[src/rtl/ifetch_unit_pkg.sv]
// Shared definitions for the instruction-fetch front end: FSM encodings,
// reset PC and the NOP word returned by an abandoned fetch.
package ifetch_unit_pkg;

  typedef enum logic {
    IFU_IDLE = 1'b0,
    IFU_WAIT = 1'b1
  } ifu_state_t;

  localparam logic [29:0] IFU_RESET_PC = 30'h0C00;
  localparam logic [31:0] IFU_NOP      = 32'h0000_0000;

endpackage

[src/rtl/ifetch_unit_pc_reg.sv]
// Architectural PC register: synchronous reset to RESET_PC, loads npc when
// pc_wr is high. This is the only path that changes the PC.
module ifetch_unit_pc_reg
  import ifetch_unit_pkg::*;
#(
  parameter logic [29:0] RESET_PC = IFU_RESET_PC
) (
  input  logic        clk,
  input  logic        rst,
  input  logic        pc_wr,
  input  logic [29:0] npc,
  output logic [29:0] pc
);

  always_ff @(posedge clk) begin
    if (rst) begin
      pc <= RESET_PC;
    end else if (pc_wr) begin
      pc <= npc;
    end
  end

endmodule

[src/rtl/ifetch_unit.sv]
// Instruction-fetch front end: PC, instruction-memory read master and
// instruction register. Optional bus timeout enabled by IFU_BUS_TIMEOUT_EN.
module ifetch_unit
  import ifetch_unit_pkg::*;
#(
  parameter logic [29:0] RESET_PC = IFU_RESET_PC
`ifdef IFU_BUS_TIMEOUT_EN
  , parameter int TIMEOUT_CYC = 16
`endif
) (
  input  logic        clk,
  input  logic        rst,
  input  logic [29:0] npc,
  input  logic        pc_wr,
  input  logic        fetch_go,
  output logic [29:0] pc,
  output logic [31:0] instr,
  output logic        instr_valid,
  output logic        busy,
  output logic        imem_req,
  output logic [29:0] imem_addr,
  input  logic        imem_ack,
  input  logic [31:0] imem_rdata,
  output logic        fetch_err
);

  // Handshake: imem_req/imem_addr are registered and held stable until
  // imem_ack is sampled high on a rising edge; that edge also transfers imem_rdata.

  ifu_state_t state, state_next;
  logic       start;
  logic       capture;

  ifetch_unit_pc_reg #(.RESET_PC(RESET_PC)) u_pc_reg (
    .clk   (clk),
    .rst   (rst),
    .pc_wr (pc_wr),
    .npc   (npc),
    .pc    (pc)
  );

`ifdef IFU_BUS_TIMEOUT_EN
  localparam int             CNT_W    = $clog2(TIMEOUT_CYC) + 1;
  localparam logic [CNT_W-1:0] TMO_LAST = CNT_W'(TIMEOUT_CYC - 1);
  logic [CNT_W-1:0] tmo_cnt;
  logic             tmo;
`endif

  assign busy = (state == IFU_WAIT);

  always_ff @(posedge clk) begin
    if (rst) begin
      state <= IFU_IDLE;
    end else begin
      state <= state_next;
    end
  end

  always_comb begin
    state_next = state;
    start      = 1'b0;
    capture    = 1'b0;
`ifdef IFU_BUS_TIMEOUT_EN
    tmo        = 1'b0;
`endif
    case (state)
      IFU_IDLE: begin
        if (fetch_go) begin
          start      = 1'b1;
          state_next = IFU_WAIT;
        end
      end
      IFU_WAIT: begin
        // An ack on the timeout edge still wins over the abandon path.
        if (imem_ack) begin
          capture    = 1'b1;
          state_next = IFU_IDLE;
        end
`ifdef IFU_BUS_TIMEOUT_EN
        else if (tmo_cnt == TMO_LAST) begin
          tmo        = 1'b1;
          state_next = IFU_IDLE;
        end
`endif
      end
    endcase
  end

  always_ff @(posedge clk) begin
    if (rst) begin
      imem_req    <= 1'b0;
      imem_addr   <= RESET_PC;
      instr       <= '0;
      instr_valid <= 1'b0;
    end else begin
      // imem_addr takes the pre-edge pc, so a simultaneous pc_wr fetches the old PC.
      if (start) begin
        imem_addr   <= pc;
        imem_req    <= 1'b1;
        instr_valid <= 1'b0;
      end
      if (capture) begin
        instr       <= imem_rdata;
        instr_valid <= 1'b1;
        imem_req    <= 1'b0;
      end
`ifdef IFU_BUS_TIMEOUT_EN
      if (tmo) begin
        instr       <= IFU_NOP;
        instr_valid <= 1'b1;
        imem_req    <= 1'b0;
      end
`endif
    end
  end

`ifdef IFU_BUS_TIMEOUT_EN
  always_ff @(posedge clk) begin
    if (rst) begin
      tmo_cnt   <= '0;
      fetch_err <= 1'b0;
    end else begin
      if (start) begin
        tmo_cnt   <= '0;
        fetch_err <= 1'b0;
      end else if (state == IFU_WAIT && !imem_ack) begin
        tmo_cnt <= tmo_cnt + 1'b1;
      end
      if (tmo) begin
        fetch_err <= 1'b1;
      end
    end
  end
`else
  assign fetch_err = 1'b0;
`endif

endmodule

[config.mk]
export PLATFORM = sky130hd
export DESIGN_NAME = ifetch_unit
export DESIGN_NICKNAME = d
export VERILOG_FILES = /design/src/rtl/ifetch_unit_pkg.sv /design/src/rtl/ifetch_unit_pc_reg.sv /design/src/rtl/ifetch_unit.sv
export SDC_FILE = /design/constraint.sdc
export NUM_CORES = 1
export LEC_CHECK = 0
export CORE_MARGIN = 5
export CORE_UTILIZATION = 30
export DETAILED_ROUTE_END_ITERATION = 6
export MAX_ROUTING_LAYER = met4
export SKIP_CTS_REPAIR_TIMING = 1
export SYNTH_ARGS = -nofsm -noshare
export SYNTH_HDL_FRONTEND = slang
export SYNTH_SLANG_ARGS = --single-unit
[constraint.sdc]
create_clock -name clk -period 1.05 [get_ports clk]
set_clock_uncertainty 0.1 [all_clocks]
set_input_delay 0.1575 -clock clk [delete_from_list [all_inputs] [get_ports clk]]
set_output_delay 0.1575 -clock clk [all_outputs]
set_load 0.05 [all_outputs]
# Word level (Yosys, flattened, before mapping)
# Index checks and enable logic that the tools add are counted.
dict set report word_totals {
  ramBits 0
  romBits 0
  mem_count 0
  ff_bits 95
  out_inout_bits 96
  latchBits 0
  input_bits 67
  wordCells 17
}
dict set report op_classes {
  n_addsub 0
  n_mul 0
  n_mux 8
  eq_ne 0
  n_bitwise 1
  div_mod_pow 0
  shifts 0
  magnitude_cmp 0
  n_reduce_logical 2
}
# operator count
set op_table {}
lappend op_table {{$mux 1} 7}
lappend op_table {{$pmux 1 s2} 1}
lappend op_table {{$reduce_bool 2->1} 1}
lappend op_table {{$reduce_or 2->1} 1}
lappend op_table {{$not 1->1} 1}

# Depth between registers and ports, before layout
# Gate-level depths: netlist of run 1.
dict set report depth {
  ltp_word 4
  ltp_mapped 5
  ltp_nobuf 2
}

# By module
# From an unflattened synthesis of run 1, not the netlist that was laid out.
dict set report hier_totals {
  hier_cells 391
  area_unflattened_um2 3965.1
}
# mod n_inst cells_per_inst area_per_inst_um2
set modules_own_cells {}
lappend modules_own_cells {ifetch_unit 1 294 2866.5}
lappend modules_own_cells {ifetch_unit_pc_reg 1 97 1098.6}

# Worst setup path before layout of run 1
# Ideal clock, no wire load.
dict set report synth_path {
  path_type {flip-flop to flip-flop}
  start {reg state, in the netlist busy}
  end {reg imem_req}
  path_buffers 2
  period_less_slack_ns 1.523
  slack_ns -0.473
  path_stages_with_launch 5
  arrival_time_ns 1.309
  setup_time_ns 0.115
  path_cell_list {dfxtp_1 > buf_4 > buf_6 > a21boi_1 > o21ba_1}
}
dict set report synth_via {
  elab_chain_len 2
  word_cells_on_any_way 3
  classes_between {mux: 2; reduce/logical: 1}
}
# item line
set synth_lines {}
lappend synth_lines {{start: declaration} ifetch_unit.sv:30} ;# ifu_state_t state, state_next;
lappend synth_lines {{start signal: assignment} ifetch_unit.sv:55} ;# state <= state_next;
lappend synth_lines {{$mux 1} ifetch_unit.sv:66} ;# case (state)
lappend synth_lines {{$reduce_or 2->1 (no line)} -}
lappend synth_lines {{end signal: assignment} ifetch_unit.sv:91} ;# imem_req <= 1'b0;
lappend synth_lines {{end signal: assignment} ifetch_unit.sv:99} ;# imem_req <= 1'b1;
lappend synth_lines {{end signal: assignment} ifetch_unit.sv:105} ;# imem_req <= 1'b0;
lappend synth_lines {{end: declaration} ifetch_unit.sv:20} ;# output logic imem_req,
# Parallel ways exist; a longest one is shown, timed or not.
# A chain may end at the register's enable or synchronous reset.

# Worst setup path after layout of run 1
dict set report layout_path {
  start {reg state, in the netlist busy}
  end {out busy}
}
# item line
set layout_rtl {}
lappend layout_rtl {{end: declaration} ifetch_unit.sv:19} ;# output logic busy,
# No word-level cell between the ends.

==> run summary, run 1 <==
Status - complete, but fails checks
Failing checks - setup timing
Simple-Gate Fraction of Synth Area - 20.5%
RSZ-0062 raised after global routing - true
Residual DRC - 0
CTS tree - built
DIE HEIGHT - 124 um
Area Overhead vs Synth - 95.8%
Starting density of the core - 30.9%
Vias/cell - 4.73
CP required - 0.79 ns
Fmax - 0.808 GHz
Pwr Density - 1270 nW/um^2
Post-Synth Adder-Cell Area - 0%
Clk sinks - 95
CTS buffer count - 9
# placed instances - 707
Crit path capture type - output pin
Routed Antenna Nets - 0
Fraction of layout cells with a size suffix above 1 - 51.0%
Count of cell types in the netlist - 26
Hold Crit Start - rst
R2r endpoint - imem_addr[10]
DRT Pass-1 Iters - 4
Register clock-pin slew on the reported worst setup and hold paths - 0.06 ns
Clock Latency Late Sink - 0.34 ns
Setup TNS - -11.67 ns
Clock tree buffer depth - 2
Hold Crit Endpoint - imem_addr[29]
Post-synthesis sequential area ratio - 48.5%
Setup slack, reg-to-reg - -0.18 ns
Crit-path max FO - 5
Cell Area, Placed - 6750 um^2
RePlAce Congestion - 0.776
Critical path's largest stage delay - 0.37 ns
Main flop type after synthesis - dfxtp_1
Buffer and inverter count on the worst path - 2
Top Ports - 163
Mean post-synth cell area - 10.0 um^2
XOR/XNOR share of the synthesized area - 0%
Crit path DAT - 0.98 ns
Core Rows - 41
Detailed router's first-iteration violation count - 102
Final setup vio count - 160
Slowest stage cell, crit path - dfxtp_4
Vias - 3,550
Vias in the first global route - 3,388
Final HPWL DP - 8630 um
Warnings, synthesis - 0
Number of synthesized register bits - 95
Worst Slack Setup Final - -0.188 ns
Multi-input gate area - 1900 um^2
IO buf count - 161
Crit path time final - 1.24 ns
First-pass GRT wire length - 18,300 um
Register area - 2110 um^2
Mapped Cells - 392
Cells along the critical path - buf_8, buf_12
Worst r2r src - busy
R2R depth - 5
FFs w/ async S/R, synth - 0%
Final WL - 12,600 um
Net Count, Synth - 459
DR WL/cell - 16.8 um
Fill count - 1,087
Die Wd - 124 um
EDFF count, synth - 0
Ratio of final minimum period to clock period - 118%
Leak pwr - 3.00 nW
Peak VDD IR - 0.608 mV
CORE AREA - 12,700 um^2
Hold depth - 3
Commonest non-fill, non-tap cell in the layout - buf_12
Initial antenna violation count - 0
GRT Overall Usage - 14.9%
Clock root buffer - clkbuf_16
WS Path Type - reg -> out
Slew Viols, Final - 0
H-tree Lvls - 3
Highest-count cells in the layout ignoring fill and taps - buf_12, clkdlybuf4s50_1, dfxtp_2, dfxtp_4
CP Launch Type - register
Compound-gate portion of the synthesized area - 17.2%
Hold Crit Class - in -> reg
Die Footprint - 15,500 um^2
Delay-heaviest family, CP - flip-flops
Syn Std Cell Area - 3930 um^2
Mux contribution to synthesized area - 7.65%
Antenna Cells - 0
Nets - 640
Final Hold Viols - 0
Post-route cell area - 7690 um^2
Gr ovfl total - 0
Pin count of the biggest net entering global routing - 69
Final hold slack - 0.0313 ns
Largest family of logic cells by synthesized area - simple AND/OR/NAND/NOR gates
Max-Cap Viols - 0
Final cell count without fillers - 750
routing by layer:
layer	vias up	track usage, %	wire length, um
li1	1737	-	-
met4	0	5.22	170
met3	10	6.99	1080
met2	133	22.3	5950
met1	1670	17.5	5370
met5	-	-	0
report_power, final:
part	internal (mW)	total (mW)	leakage, nW	switching [mW]
combinational	1.31	2.46	2.02	1.15
sequential	3.76	3.96	0.825	0.198
clock	2.03	3.36	0.156	1.33
total	7.10	9.78	3.00	2.68
registers in the layout, indices dropped and copies added (netlist names):
signal	count
imem_req	1
imem_addr	30
instr	32
busy	1
u_pc_reg.pc	30
instr_valid	1
through the flow:
stage | setup slack [ns] | utilization, % | total power, mW
global route | -0.235 | 60.4 | 10.2
global placement | -0.386 | 53.1 | 6.26
finish | -0.188 | 60.4 | 9.78
floorplan | -0.0987 | - | 5.09
CTS | -0.371 | 55.5 | 9.70
detailed placement | -0.443 | 53.1 | 6.28
synth_stat cells (2+ instances only):
library cell	instances	share of area, %
a211o_1	2	0.45
a21bo_1	24	6.1
a21bo_2	8	2.0
a21oi_1	32	4.1
buf_2	16	2.0
buf_4	8	1.5
buf_6	4	1.1
clkbuf_1	13	1.2
dfxtp_1	95	48
mux2i_1	30	7.7
nand2b_1	29	4.6
nand3_1	32	4.1
nand4bb_1	26	7.5
nor2_1	33	3.2
nor2b_1	2	0.32
o21ai_0	18	2.3
o21ai_1	10	1.3
or4bb_1	2	0.57
cell type report:
cell class / count / area share, %
Clock buffer: 13 / 3.52
Multi-Input combinational cell: 255 / 24.7
Sequential cell: 95 / 27.4
Tap cell: 172 / 2.80
Clock inverter: 3 / 0.521
Timing Repair Buffer: 212 / 41.0
cell families (layout without fill, tap and decap cells):
group	count (synthesis)	count (layout)
DFF	95	95
AOI/OAI and AO/OA	98	98
buffers and inverters	42	228
other	1	1
muxes	30	30
and+or+nand+nor	126	126
worst max path at each step:
stage	slack, ns	from	cells past startpoint	end
after global routing	-0.24	busy	2	busy
after global placement	-0.39	fetch_go	4	imem_addr[11]
final	-0.19	busy	2	busy
after CTS	-0.37	busy	2	busy
after detailed placement	-0.44	fetch_go	4	imem_addr[10]
after floorplan	-0.1	busy	4	imem_req
worst register-to-register path, cell delays in order, from the launching register on:
cell     delay, ns
dfxtp_4       0.37
buf_6         0.13
nor2b_4       0.12
buf_12        0.14
buf_12        0.12
mux2i_1       0.18
Note: power is estimated with default switching activity, not from simulation.
==> run 2: changes to the inputs <==
--- a/config.mk
+++ b/config.mk
@@ -7,9 +7,11 @@
 export LEC_CHECK = 0
 export CORE_MARGIN = 5
 export CORE_UTILIZATION = 30
+export CTS_CLUSTER_SIZE = 12
 export DETAILED_ROUTE_END_ITERATION = 6
 export MAX_ROUTING_LAYER = met4
 export SKIP_CTS_REPAIR_TIMING = 1
+export SLEW_MARGIN = 20
 export SYNTH_ARGS = -nofsm -noshare
 export SYNTH_HDL_FRONTEND = slang
 export SYNTH_SLANG_ARGS = --single-unit
==> results of run 2 <==
Final layout, timing and power as in run 1 (identical DEF).
